===== config.mk =====
export PLATFORM = sky130hd
export DESIGN_NAME = mac_stream_accum
export DESIGN_NICKNAME = d
export VERILOG_FILES = /design/src/rtl/mac_stream_accum.sv
export SDC_FILE = /design/constraint.sdc
export NUM_CORES = 1
export LEC_CHECK = 0
export ABC_AREA = 1
export CORE_UTILIZATION = 30
export CTS_CLUSTER_SIZE = 16
export DETAILED_ROUTE_END_ITERATION = 16
export PLACE_DENSITY = 0.73
export SLEW_MARGIN = 10
export SYNTH_ARGS = -nofsm -noshare
export SYNTH_HDL_FRONTEND = slang
export SYNTH_SLANG_ARGS = --single-unit

===== constraint.sdc =====
create_clock -name clk -period 2.3 [get_ports clk]
set_input_delay 0.575 -clock clk [delete_from_list [all_inputs] [get_ports clk]]
set_output_delay 0.575 -clock clk [all_outputs]
set_load 0.02 [all_outputs]

===== src/rtl/mac_stream_accum.sv =====
// mac_stream_accum: streaming dot-product controller around an external FMA.
// Define MAC_STREAM_PIPE_EN to register the FMA operands (1 beat / 2 cycles).
module mac_stream_accum #(
  parameter int E_WIDTH = 5,
  parameter int M_WIDTH = 10,
  parameter int I_WIDTH = M_WIDTH + E_WIDTH + 1,
  parameter int LEN_W   = 8,
  parameter int MAX_LEN = 255
) (
  input  logic               clk,
  input  logic               rst_n,
  input  logic               in_valid,
  output logic               in_ready,
  input  logic [I_WIDTH-1:0] in_a,
  input  logic [I_WIDTH-1:0] in_b,
  input  logic               in_last,
  input  logic [I_WIDTH-1:0] bias,
  output logic [I_WIDTH-1:0] fma_a,
  output logic [I_WIDTH-1:0] fma_b,
  output logic [I_WIDTH-1:0] fma_c,
  input  logic [I_WIDTH-1:0] fma_out,
  output logic               out_valid,
  input  logic               out_ready,
  output logic [I_WIDTH-1:0] out_data,
  output logic [LEN_W-1:0]   out_count,
  output logic               out_trunc
);

  typedef enum logic [1:0] {
    IDLE,
    ACC,
    WAIT,
    OUT
  } state_t;

  localparam logic [LEN_W-1:0] MAX_C = LEN_W'(MAX_LEN);

  state_t             state;
  logic [I_WIDTH-1:0] acc;
  logic [LEN_W-1:0]   cnt;
  logic [LEN_W-1:0]   cnt_nx;
  logic               trunc;
  logic               rdy;
  logic               vld;
  logic               accept;
  logic               done;
  logic [I_WIDTH-1:0] c_sel;

  assign accept = in_valid & rdy;
  assign cnt_nx = cnt + LEN_W'(1);
  // The first beat of a vector seeds c with bias; later beats chain acc.
  assign c_sel  = (state == IDLE) ? bias : acc;

  assign in_ready  = rdy;
  assign out_valid = vld;
  assign out_data  = acc;
  assign out_count = cnt;
  assign out_trunc = trunc;

`ifdef MAC_STREAM_PIPE_EN
  logic [I_WIDTH-1:0] op_a;
  logic [I_WIDTH-1:0] op_b;
  logic [I_WIDTH-1:0] op_c;
  logic               last_q;

  // Capture the FMA operands on accept; the FMA evaluates in WAIT.
  always_ff @(posedge clk or negedge rst_n) begin
    if (!rst_n) begin
      op_a   <= '0;
      op_b   <= '0;
      op_c   <= '0;
      last_q <= 1'b0;
    end else if (accept) begin
      op_a   <= in_a;
      op_b   <= in_b;
      op_c   <= c_sel;
      last_q <= in_last;
    end
  end

  assign fma_a = op_a;
  assign fma_b = op_b;
  assign fma_c = op_c;
  // cnt already counts the beat in flight when WAIT evaluates this.
  assign done  = last_q | (cnt == MAX_C);
`else
  assign fma_a = in_a;
  assign fma_b = in_b;
  assign fma_c = c_sel;
  assign done  = in_last | (cnt_nx == MAX_C);
`endif

  // Beat sequencing, accumulation and registered handshake outputs.
  always_ff @(posedge clk or negedge rst_n) begin
    if (!rst_n) begin
      state <= IDLE;
      acc   <= '0;
      cnt   <= '0;
      trunc <= 1'b0;
      rdy   <= 1'b1;
      vld   <= 1'b0;
    end else begin
      unique case (state)
        IDLE, ACC: begin
          if (accept) begin
            cnt <= cnt_nx;
`ifdef MAC_STREAM_PIPE_EN
            state <= WAIT;
            rdy   <= 1'b0;
`else
            acc <= fma_out;
            if (done) begin
              state <= OUT;
              trunc <= ~in_last;
              rdy   <= 1'b0;
              vld   <= 1'b1;
            end else begin
              state <= ACC;
            end
`endif
          end
        end
`ifdef MAC_STREAM_PIPE_EN
        WAIT: begin
          acc <= fma_out;
          if (done) begin
            state <= OUT;
            trunc <= ~last_q;
            vld   <= 1'b1;
          end else begin
            state <= ACC;
            rdy   <= 1'b1;
          end
        end
`endif
        OUT: begin
          if (out_ready) begin
            state <= IDLE;
            cnt   <= '0;
            trunc <= 1'b0;
            rdy   <= 1'b1;
            vld   <= 1'b0;
          end
        end
        default: begin
          state <= IDLE;
        end
      endcase
    end
  end

endmodule

==> After elaboration in Yosys (flattened, before gate mapping) <==
Index checks and enable logic that the tools add are counted.
{ "totals": {"reg_bits": 29, "output_inout_bits": 75, "wordCells": 42} }
{ "classes": {"n_addsub": 1, "n_eq_ne": 6, "n_mux": 19, "bitwise": 3, "n_reduce_logical": 7} }
{ "op_table": {"columns": ["cell", "n"], "rows": [
  ["16-bit 2-to-1 mux", 1],
  ["8-bit 2-to-1 mux", 2],
  ["8-bit case mux with 2 select lines", 1],
  ["8-bit by 1-bit adder with 8-bit output, second input constant", 1],
  ["8-bit equality test, second input constant", 1],
  ["1-bit 2-to-1 mux", 8],
  ["2-bit 2-to-1 mux", 3],
  ["2-bit != test, second input constant", 3],
  ["1-bit case mux with 2 select lines", 3],
  ["2-bit case mux with 2 select lines", 1],
  ["2-bit AND reduction", 2],
  ["4-bit AND reduction", 1],
  ["3-bit AND reduction", 1],
  ["2-bit by 1-bit equality test with 1-bit output, second input constant", 1],
  ["2-bit equality test, second input constant", 1],
  ["2-bit zero test", 1],
  ["2-bit nonzero test", 1],
  ["2-bit OR reduction", 1],
  ["1-bit bitwise AND", 1],
  ["1-bit inverter", 1],
  ["1-bit OR", 1]
]} }

==> Longest topological paths before layout <==
Gate-level depths: netlist of run 1.
{ "depth": {"depth_word": 6, "ltp_mapped": 10} }

==> Worst setup path before layout of run 1 <==
Ideal clock, no wire load.
{ "synth_path": {"kind": "register to output", "from": "register state[0]", "to": "output port fma_c[5]", "arrival_ps": 1190, "t_required_ps": 1725, "setup_slack_ps": 535, "path_stages_with_launch": 4, "n_path_buf": 1, "path_cell_list": "dfrtp_1 -> nor2_4 -> buf_4 -> mux2_1"} }
{ "synth_via": {"elab_chain_cells": 2} }
{ "synth_lines": {"columns": ["item", "line", "rtl"], "rows": [
  ["start: declaration", "38", "state_t state;"],
  ["start signal: assignment", "96", "state <= IDLE;"],
  ["start signal: assignment", "113", "state <= OUT;"],
  ["start signal: assignment", "118", "state <= ACC;"],
  ["2-bit zero test", "52", "assign c_sel = (state == IDLE) ? bias : acc;"],
  ["16-bit 2-to-1 mux", "52", null],
  ["end: declaration", "20", "output logic [I_WIDTH-1:0] fma_c,"]
]} }
Every way passes these cells.

==> Final worst setup path of run 1 <==
{ "layout_path": {"from": "register state[1]", "to": "output port fma_c[9]"} }
Same word-level chain as after synthesis.

==> results of run 1 <==
[layout make-up]
class	count	share of cell area [%]
inverter	11	1.666
sequential	29	29.38
multi-input combinational	127	28.42
clock buffer	7	3.483
timing repair buffer	84	33.42
tap	72	3.635
[flip-flops by register name, indices dropped and copies added (netlist names)]
| register | flops |
|---|---|
| out_data | 16 |
| out_count | 8 |
| state | 2 |
| in_ready | 1 |
| out_trunc | 1 |
| out_valid | 1 |
[per-layer routing]
layer | vias up | global-route usage, %
met5 | - | 0
met2 | 65 | 25.09
li1 | 721 | -
met3 | 12 | 5.233
met4 | 0 | 7.037
met1 | 686 | 15.51
[worst max path at each step]
stage / to / from / depth (start not counted)
finish: fma_c[9] / state[1] / 4
global route: fma_c[1] / state[1] / 4
global placement: fma_c[6] / bias[6] / 3
CTS: fma_c[12] / state[1] / 4
detailed placement: fma_c[5] / bias[5] / 3
floorplan: fma_c[5] / state[0] / 3
[worst reg2reg max path: cells and delay by family (launching register included)]
family	cells	cell delay, ns
flip-flops	1	0.46
adder cells (fa/ha/maj)	1	0.23
AND/OR/NAND/NOR	8	0.80
[kinds of logic (layout without fill, tap and decap cells)]
group           Yosys count  in the layout  share of synthesized area, %
mux                      16             16                         10.36
simple gates             96             96                         23.53
xor+xnor                  2              2                         1.439
compound gates           11             11                         3.741
buf+inv                  48            102                         17.70
flops                    29             29                         41.80
fa+ha+maj                 2              2                         1.439
[cells in the mapped netlist (2+ instances only)]
master,instances
nor2_1,5
dfrtp_1,28
buf_4,33
mux2_2,14
o21ai_0,3
inv_1,11
o22ai_1,3
mux2_1,2
nand3_1,7
ha_1,2
nand3_2,2
nand4_1,2
a21oi_1,2
buf_2,3
nand2_1,73
nor2_2,6
[power by group]
group / switching (mW) / leakage [nW] / total (mW) / internal, mW
sequential: 0.198 / 0.365 / 0.919 / 0.721
clock: 0.180 / 0.0443 / 0.417 / 0.237
combinational: 0.944 / 0.718 / 1.80 / 0.856
total: 1.32 / 1.13 / 3.14 / 1.81
==> results.json, run 1 <==
{
  "min_period_over_period_pct": 96.59,
  "synth_nets": 275,
  "vdd_drop_max_mv": 0.5665,
  "synth_top_cells_by_area": "dfrtp_1, nand2_1, buf_4, mux2_2, inv_1",
  "grt_pass1_vias": 1525,
  "final_cell_mix": "nand2_1, clkdlybuf4s50_1, dfrtp_1, mux2_2, inv_1",
  "fin_skew_ns": 0.002902,
  "vias_per_cell": 4.497,
  "wl_per_cell_um": 12.38,
  "required_ns": 1.73,
  "multi_input_area_um2": 704.4,
  "overflow": 0,
  "worst_setup_path_end_kind": "output pin",
  "die_h_um": 78.14,
  "drv_cap": 0,
  "synth.distinct_cells": 24,
  "post-route-util_pct": 44.74,
  "worstSkewPairLatency_ns": 0.27,
  "cp.buffers_inverters": 2,
  "cts_tree": "built",
  "regArea_um2": 728.2,
  "hpwl_mm": 3.017,
  "area_growth_pct": 42.52,
  "hold_start": "in_ready",
  "grt_max_degree": 30,
  "hold_buffers": 0,
  "cts_buffers": 5,
  "netlist_instances": 204,
  "path_cells": "nor2_4, buf_12, mux2_2, dlygate4sd2_1",
  "criticalPathCategory": "reg -> out",
  "cpLargestDelayFamily": "buffers and inverters",
  "slew_headroom_pct": 62.27,
  "ys.flop_type": "dfrtp_1",
  "finish.instance_area_mm2": 0.002479,
  "rows": 27,
  "p_leak_nw": 1.127,
  "synthArstFlopShare_pct": 100.0,
  "top_layer_used": "met4",
  "place_area_mm2": 0.002404,
  "portBuffers": 79,
  "worst_pin_slew_ns": 0.5653,
  "worst-r2r-cell-count": 9,
  "antenna_found_initial": 0,
  "m1WireLength_mm": 1.559,
  "min_path_cells": 2,
  "cts_sinks": 29,
  "fillers": 567,
  "synth_area_leader_cell": "dfrtp_1",
  "grt_pass1_wl_mm": 6.893,
  "synth-edff-count": 0,
  "nets": 329,
  "ys_warn_count": 0,
  "num_io_pins": 144,
  "initial_core_util_pct": 31.39,
  "syn_area_mm2": 0.001739,
  "coreArea_mm2": 0.005540,
  "postCtsSetupBuffers": 0,
  "drc": 0,
  "min_period_ns": 2.222,
  "diodes": 0,
  "cp_slowest_cell": "dfrtp_2",
  "fin_setup_tns_ns": 0,
  "cp-start-kind": "flop",
  "drt_first_pass_iters": 4,
  "min_to": "in_ready",
  "r2r_setup_slack_ns": 0.69,
  "rsz0062_at_grt": "no",
  "power_density_mw_per_mm2": 1265,
  "rr_startpoint": "out_count[1]",
  "synth_top_area_share_pct": 40.29,
  "pre_cts_slack_ns": -0.07797,
  "avgSynthCellArea_um2": 8.525,
  "hold_class": "reg -> reg",
  "yosysSeqAreaShare_pct": 41.80,
  "fin_ws_ns": 0.07838,
  "worst-path-max-fanout": 16,
  "route.met3.wl_um": 296,
  "final_common_cell": "nand2_1",
  "cts_resized": 16,
  "cp_data_arrival_time_ns": 1.65,
  "outcome": "completed",
  "fin_hold_ws_ns": 0.4955,
  "final-setup-viol-count": 0,
  "fmax_mhz": 450.1,
  "hold_violations": 0,
  "dieArea_mm2": 0.006106,
  "power_mw": 3.136,
  "stdcell_count": 330,
  "place.gp.congestion": 0.7617,
  "vias": 1484,
  "r2r-end": "out_trunc",
  "h-tree-depth": 2,
  "wl_met2_mm": 2.137,
  "die_x_um": 78.14,
  "cts_buffer_depth": 2,
  "slowest_delay_ns": 0.45,
  "grt_use_total_pct": 14.47,
  "yosys_register_bits": 29,
  "drtAntennaViolNets": 0,
  "drive_gt1_share_pct": 14.73,
  "clkTransAtPathRegs_ns": 0.06,
  "dp_cells": 323,
  "drv_slew": 0,
  "drt-initial-drc-count": 67,
  "wl_mm": 4.086,
  "cts-root-buf": "clkbuf_8"
}
Power figures use the tool's default switching activity.
==> run 2: changes to the inputs <==
- CAP_MARGIN: not set -> 20
==> results of run 2 <==
Final layout, timing and power as in run 1 (identical DEF).
